File: src/rtl/bram_port_arbiter.sv
// Two-client round-robin arbiter in front of a simple-dual-port BRAM (independent read and write channels).
// Optional same-cycle write-to-read forwarding is enabled by defining BRAM_ARB_WR_FWD_EN.
module bram_port_arbiter #(
   parameter int unsigned WID_MEM = 1,
   parameter int unsigned ADDR_W  = 13
) (
   input  logic               clk,
   input  logic               reset,
   input  logic               c0_req,
   input  logic               c0_we,
   input  logic [ADDR_W-1:0]  c0_addr,
   input  logic [WID_MEM-1:0] c0_wdata,
   output logic               c0_gnt,
   output logic               c0_rvalid,
   output logic [WID_MEM-1:0] c0_rdata,
   input  logic               c1_req,
   input  logic               c1_we,
   input  logic [ADDR_W-1:0]  c1_addr,
   input  logic [WID_MEM-1:0] c1_wdata,
   output logic               c1_gnt,
   output logic               c1_rvalid,
   output logic [WID_MEM-1:0] c1_rdata,
   output logic [ADDR_W-1:0]  mem_raddr,
   output logic [ADDR_W-1:0]  mem_waddr,
   output logic [WID_MEM-1:0] mem_din,
   output logic               mem_we,
   input  logic [WID_MEM-1:0] mem_dout
);

   logic rd_req0, rd_req1, wr_req0, wr_req1;
   logic rd_gnt0, rd_gnt1, wr_gnt0, wr_gnt1;
   logic rr_rd, rr_wr;
   logic rvalid0_q, rvalid1_q;
   logic [WID_MEM-1:0] rdata0_q, rdata1_q;
   logic [WID_MEM-1:0] rd_data;

   // Channel split and round-robin grant; rr==0 favours client 0 when contested
   always_comb begin
      rd_req0 = reset & c0_req & ~c0_we;
      rd_req1 = reset & c1_req & ~c1_we;
      wr_req0 = reset & c0_req & c0_we;
      wr_req1 = reset & c1_req & c1_we;
      rd_gnt0 = rd_req0 & (~rd_req1 | ~rr_rd);
      rd_gnt1 = rd_req1 & (~rd_req0 | rr_rd);
      wr_gnt0 = wr_req0 & (~wr_req1 | ~rr_wr);
      wr_gnt1 = wr_req1 & (~wr_req0 | rr_wr);
   end

   assign c0_gnt = rd_gnt0 | wr_gnt0;
   assign c1_gnt = rd_gnt1 | wr_gnt1;

   // RAM port muxes; idle channels drive zero
   always_comb begin
      mem_raddr = '0;
      mem_waddr = '0;
      mem_din   = '0;
      mem_we    = wr_gnt0 | wr_gnt1;
      if (rd_gnt0)      mem_raddr = c0_addr;
      else if (rd_gnt1) mem_raddr = c1_addr;
      if (wr_gnt0) begin
         mem_waddr = c0_addr;
         mem_din   = c0_wdata;
      end else if (wr_gnt1) begin
         mem_waddr = c1_addr;
         mem_din   = c1_wdata;
      end
   end

`ifdef BRAM_ARB_WR_FWD_EN
   logic               fwd_q;
   logic [WID_MEM-1:0] din_q;

   // A read colliding with a same-cycle write returns the new word
   always_ff @(posedge clk) begin
      if (!reset) begin
         fwd_q <= 1'b0;
         din_q <= '0;
      end else begin
         fwd_q <= (rd_gnt0 | rd_gnt1) & mem_we & (mem_raddr == mem_waddr);
         din_q <= mem_din;
      end
   end

   assign rd_data = fwd_q ? din_q : mem_dout;
`else
   assign rd_data = mem_dout;
`endif

   // A response due in a reset cycle is dropped
   assign c0_rvalid = rvalid0_q & reset;
   assign c1_rvalid = rvalid1_q & reset;
   assign c0_rdata  = c0_rvalid ? rd_data : rdata0_q;
   assign c1_rdata  = c1_rvalid ? rd_data : rdata1_q;

   always_ff @(posedge clk) begin
      if (!reset) begin
         rr_rd     <= 1'b0;
         rr_wr     <= 1'b0;
         rvalid0_q <= 1'b0;
         rvalid1_q <= 1'b0;
         rdata0_q  <= '0;
         rdata1_q  <= '0;
      end else begin
         if (rd_req0 & rd_req1) rr_rd <= ~rr_rd;
         if (wr_req0 & wr_req1) rr_wr <= ~rr_wr;
         rvalid0_q <= rd_gnt0;
         rvalid1_q <= rd_gnt1;
         if (c0_rvalid) rdata0_q <= rd_data;
         if (c1_rvalid) rdata1_q <= rd_data;
      end
   end

endmodule
File: config.mk
export PLATFORM = sky130hd
export DESIGN_NAME = bram_port_arbiter
export DESIGN_NICKNAME = d
export VERILOG_FILES = /design/src/rtl/bram_port_arbiter.sv
export SDC_FILE = /design/constraint.sdc
export NUM_CORES = 1
export LEC_CHECK = 0
export ABC_CLOCK_PERIOD_IN_PS = 1970
export CORE_ASPECT_RATIO = 0.75
export CORE_UTILIZATION = 32
export CTS_CLUSTER_DIAMETER = 50
export DETAILED_ROUTE_END_ITERATION = 10
export PLACE_DENSITY = 0.95
export SLEW_MARGIN = 5
export SYNTH_ARGS = -nofsm -noshare
export SYNTH_HDL_FRONTEND = slang
export SYNTH_SLANG_ARGS = --single-unit
File: constraint.sdc
create_clock -name clk -period 1.97 [get_ports clk]
set_input_delay 0.394 -clock clk [delete_from_list [all_inputs] [get_ports clk]]
set_output_delay 0.394 -clock clk [all_outputs]
set_load 0.005 [all_outputs]
## After elaboration in Yosys (flattened, before gate mapping)

Index checks and enable logic that the tools add are counted.

- Multiplexer cells: 8
- Bitwise logic cells: 29

Operator list:

| kind | count |
|---|---|
| $mux W13 | 4 |
| $and A1 B1 Y1 | 14 |
| $not A1 Y1 | 8 |
| $or A1 B1 Y1 | 7 |
| $mux W1 | 4 |

- Flip-flop bits (word level): 6
- Bits of input ports: 35
- Logic and storage cells: 43
- Output and inout port bits: 34

## Longest topological paths before layout

- Depth in word-level cells: 7
- Depth in mapped cells: 4
- Gate-level depth less buffers: 3

## Least setup slack after synthesis

OpenSTA, ideal clock, no wires.

- Path type: input to output
- From: in reset
- To: out mem_raddr[12]
- Data required time: 1.576 ns
- Slack: 0.475 ns
- Arrival: 1.101 ns
- Stages: 4
- Path buffers: 2
- Cell sequence: buf_2 -> clkbuf_1 -> nand2_1 -> o22ai_1

- Longest elaborated chain between the ends: 7
- Elaborated cells on any way between the ends: 12
- Classes of those cells: mux: 2; bitwise: 10

Ends and longest elaborated chain:

| what | line | source |
|---|---|---|
| start, declared | 8 | `input logic reset,` |
| $and A1 B1 Y1 (2 in series) | 39 | `rd_req0 = reset & c0_req & ~c0_we;` |
| $not A1 Y1 | 44 | `rd_gnt1 = rd_req1 & (~rd_req0 \| rr_rd);` |
| $or A1 B1 Y1 | 44 |  |
| $and A1 B1 Y1 | 44 |  |
| $mux W13 | 59 | `else if (rd_gnt1) mem_raddr = c1_addr;` |
| $mux W13 * | 58 | `if (rd_gnt0) mem_raddr = c0_addr;` |
| end, declared | 23 | `output logic [ADDR_W-1:0] mem_raddr,` |

Every way passes the cells marked *; elsewhere a longest branch is shown, timed or not.

## Final worst setup path

- From: in mem_dout
- To: out c1_rdata

- Longest elaborated chain between the ends: 1

Ends and longest elaborated chain:

| what | line | source |
|---|---|---|
| start, declared | 27 | `input logic [WID_MEM-1:0] mem_dout` |
| $mux W1 | -- |  |
| end, declared | 22 | `output logic [WID_MEM-1:0] c1_rdata,` |

No other way between the ends.

==> results.toml <==
[cells_and_area]
layout-drive-gt1-share_pct = 46.5
final_cell_mix = "clkdlybuf4s50_1 (33), nand2_1 (28), buf_4 (18)"
final_common_cell = "clkdlybuf4s50_1"
n_antenna_cell = 0
syn2layout_area_growth_pct = 136
num-nets-final = 222
final_core_util_pct = 82.0
fillerInstances = 138

[global_route]
antenna_found_initial = 0
grt_max_degree = 16
grt_pass1_wl_mm = 5.96
grt_remaining_overflow = 0
grt_pass1_vias = 1247
track_usage_pct = 32.5

[synth]
ys_seq_area_share_pct = 17.1
synth_area_leaders = "dfxtp_1 (17%), nand2_1 (16%), o22ai_1 (16%), o22ai_2 (16%), o311ai_4 (3.7%)"
yosysTopAreaCell = "dfxtp_1"
postSynthCellCount = 96
syn-num-nets = 131
synth_seq_cells = 6
syn_area_per_cell_um2 = 7.34
synth_area_um2 = 704
synth_cell_types = 25
synth_top_area_share_pct = 17.1
yosysWarnings = 0

[placed_design]
post-place-ws_ns = -0.647
dpl.hpwl_mm = 2.49
portBuffers = 68
gp_congestion = 0.771

[clocking]
cts_buffer_depth = 2
cts_root_buf = "clkbuf_4"
clk_latency_ns = 0.24
cts_num_sinks = 6
cts_tree = "yes"
cts_buffers = 3
clkTransAtPathRegs_ns = 0.04
h-tree-depth = 1

[power_and_ir_drop]
power_switching_share_pct = 33.4
p_switching_uw = 190
power_frac_seq_pct = 23.3
peakVddDrop_mv = 0.360
p_leak_nw = 0.724
clkPwrFrac_pct = 20.0
combPwrFrac_pct = 56.7
internal_power_uw = 378
powerDensity_nw_per_um2 = 341

[critical_path]
crit_start = "mem_dout"
crit_end = "c1_rdata"
crit_buf_inv = 2
critPathTopFamily = "buffers and inverters"
start_kind = "primary input"
slowest_delay_ns = 0.44
rrSetupSlack_ns = 0.82
timing.rr.end = "rvalid1_q$_SDFF_PN0_"
worstReg2RegStart = "rr_rd$_SDFFE_PN0P_"
path_depth = 3
crit_fanout = 3
end_kind = "output port"
cpMostUsedCell = "clkdlybuf4s50_1"
cp_cell_sequence = "clkdlybuf4s50_1 > mux2_2 > clkdlybuf4s50_1"
crit_arrival_ns = 1.55
critPathRequiredTime_ns = 1.58
critical_path_class = "in2out"
worstRegToRegCells = 4
cpMaxStageDelayCell = "clkdlybuf4s50_1"

[drt]
num_vias = 1247
dr.pass1.iters = 4
totalWireLength_mm = 4.31
postRouteAntennaNets = 0
drt_iter0_drc = 73
viasPerCell = 5.97
wl_per_cell_um = 20.6
drc_errors = 0

[sta]
max_freq_ghz = 0.515
final.setup.worst_slack_ns = 0.0287
setup_viol = 0
maxSlewViolCount = 0
hold_viol_final = 0
rsz0062_at_grt = "no"
timing.max_slew.rel_slack_pct = 74.4
fin_worst_skew_ns = 0.00268
period_share_pct = 98.5
worstMarginPinSlew_ns = 0.383
finalCriticalPeriod_ns = 1.94

[floorplan]
die_h_um = 42.6
pin_count = 69
start_util_pct = 34.7
fp.coreArea_um2 = 2030
num_rows = 14
dieArea_um2 = 2390
fp.dieW_um = 56.2

[flow_run]
cap_violations = 0

[worst_hold_path]
hold_class = "reg2reg"

[run_status]
status = "finished, final reports clean"
power by group through the flow:
stage,combinational (mW),clock (mW),sequential (mW)
4_1_cts,0.299,0.116,0.131
2_1_floorplan,0.103,0,0.131
3_5_place_dp,0.277,0,0.132
5_1_grt,0.338,0.123,0.132
3_3_place_gp,0.268,0,0.132
6_report,0.322,0.114,0.132
registers in the layout, summed over array words and instances (netlist names):
name	flops
rvalid1_q	1
rdata1_q	1
rr_wr	1
rdata0_q	1
rvalid0_q	1
rr_rd	1
cell usage after synthesis:
library cell  instances
buf_4                 1
and2_1                2
and4bb_2              1
mux2_2                2
clkbuf_1              2
o22ai_2               9
inv_2                 1
a21oi_1               3
a311o_1               1
nor2_2                1
o21bai_2              1
nand2_1              30
o311ai_4              1
dfxtp_1               6
buf_6                 2
nand4_1               1
o22ai_1              18
clkinv_1              1
nor2_1                5
xnor2_1               1
xor2_1                1
buf_2                 2
inv_1                 1
mux2i_1               2
a31o_2                1
layout make-up:
cell class              instances  area [um2]  share of cell area [%]
inverters                       3        12.5                   0.751
flip-flops and latches          6         120                    7.21
clock buffers                   3        22.5                    1.35
well taps                      24        30.0                    1.80
repair buffers                 91         842                    50.6
multi-input cells              82         638                    38.3
worst min-delay path by stage:
stage / cells past startpoint / slack [ns] / from / endpoint
5_1_grt: 2 / 0.56 / rdata1_q$_SDFF_PN0_ / rdata1_q$_SDFF_PN0_
3_5_place_dp: 2 / 0.50 / rdata1_q$_SDFF_PN0_ / rdata1_q$_SDFF_PN0_
6_report: 2 / 0.51 / rdata1_q$_SDFF_PN0_ / rdata1_q$_SDFF_PN0_
2_1_floorplan: 2 / 0.46 / rdata0_q$_SDFF_PN0_ / rdata0_q$_SDFF_PN0_
3_3_place_gp: 2 / 0.48 / rdata0_q$_SDFF_PN0_ / rdata0_q$_SDFF_PN0_
4_1_cts: 2 / 0.51 / rdata1_q$_SDFF_PN0_ / rdata1_q$_SDFF_PN0_
logic make-up (layout without fill, tap and decap cells):
group / Yosys count / count (layout) / share of synthesized area (%)
xor gates and xnor gates: 2 / 2 / 2.49
muxes: 4 / 4 / 6.04
buffers and inverters: 10 / 97 / 8.35
DFF: 6 / 6 / 17.1
AOI/OAI and AO/OA: 34 / 36 / 42.1
and+or+nand+nor: 40 / 40 / 24.0
per-stage QoR:
stage / power, mW / hold slack, ns / setup TNS [ns] / instance area (um2) / cells
2_1_floorplan: 0.234 / 0.456 / 0 / 704 / 96
3_3_place_gp: 0.400 / 0.483 / -16.78 / 1500 / 193
3_5_place_dp: 0.409 / 0.500 / -18.20 / 1500 / 193
4_1_cts: 0.546 / 0.512 / 0 / 1650 / 208
5_1_grt: 0.593 / 0.562 / 0 / 1670 / 209
6_report: 0.567 / 0.510 / 0 / 1670 / 209
metal layers:
layer  wire length, um  global-route usage [%]  up-vias  part of all wire, %
met3               340                    7.41       33                  7.9
met4               328                    25.4        0                  7.6
li1                  -                       -      544                    -
met2              2190                    59.5       96                   51
met1              1450                    31.7      574                   34
met5                 0                       0        -                    0
worst register-to-register path: cells and delay by family, from the launching register on:
kind / cells / cell delay [ns]
AND/OR/NAND/NOR: 1 / 0.04
flip-flops: 1 / 0.37
buffers and inverters: 2 / 0.28
AO/OA/AOI/OAI: 1 / 0.36
repair_timing:
action                                 CTS  global route
pin swaps                                3             1
setup endpoints to repair               34            19
buffers inserted                         9             0
resized for setup                      105            23
endpoints found under the hold margin    0             0
cloned                                   3             1
hold buffers                             0             0
(Power assumes the default switching activity.)
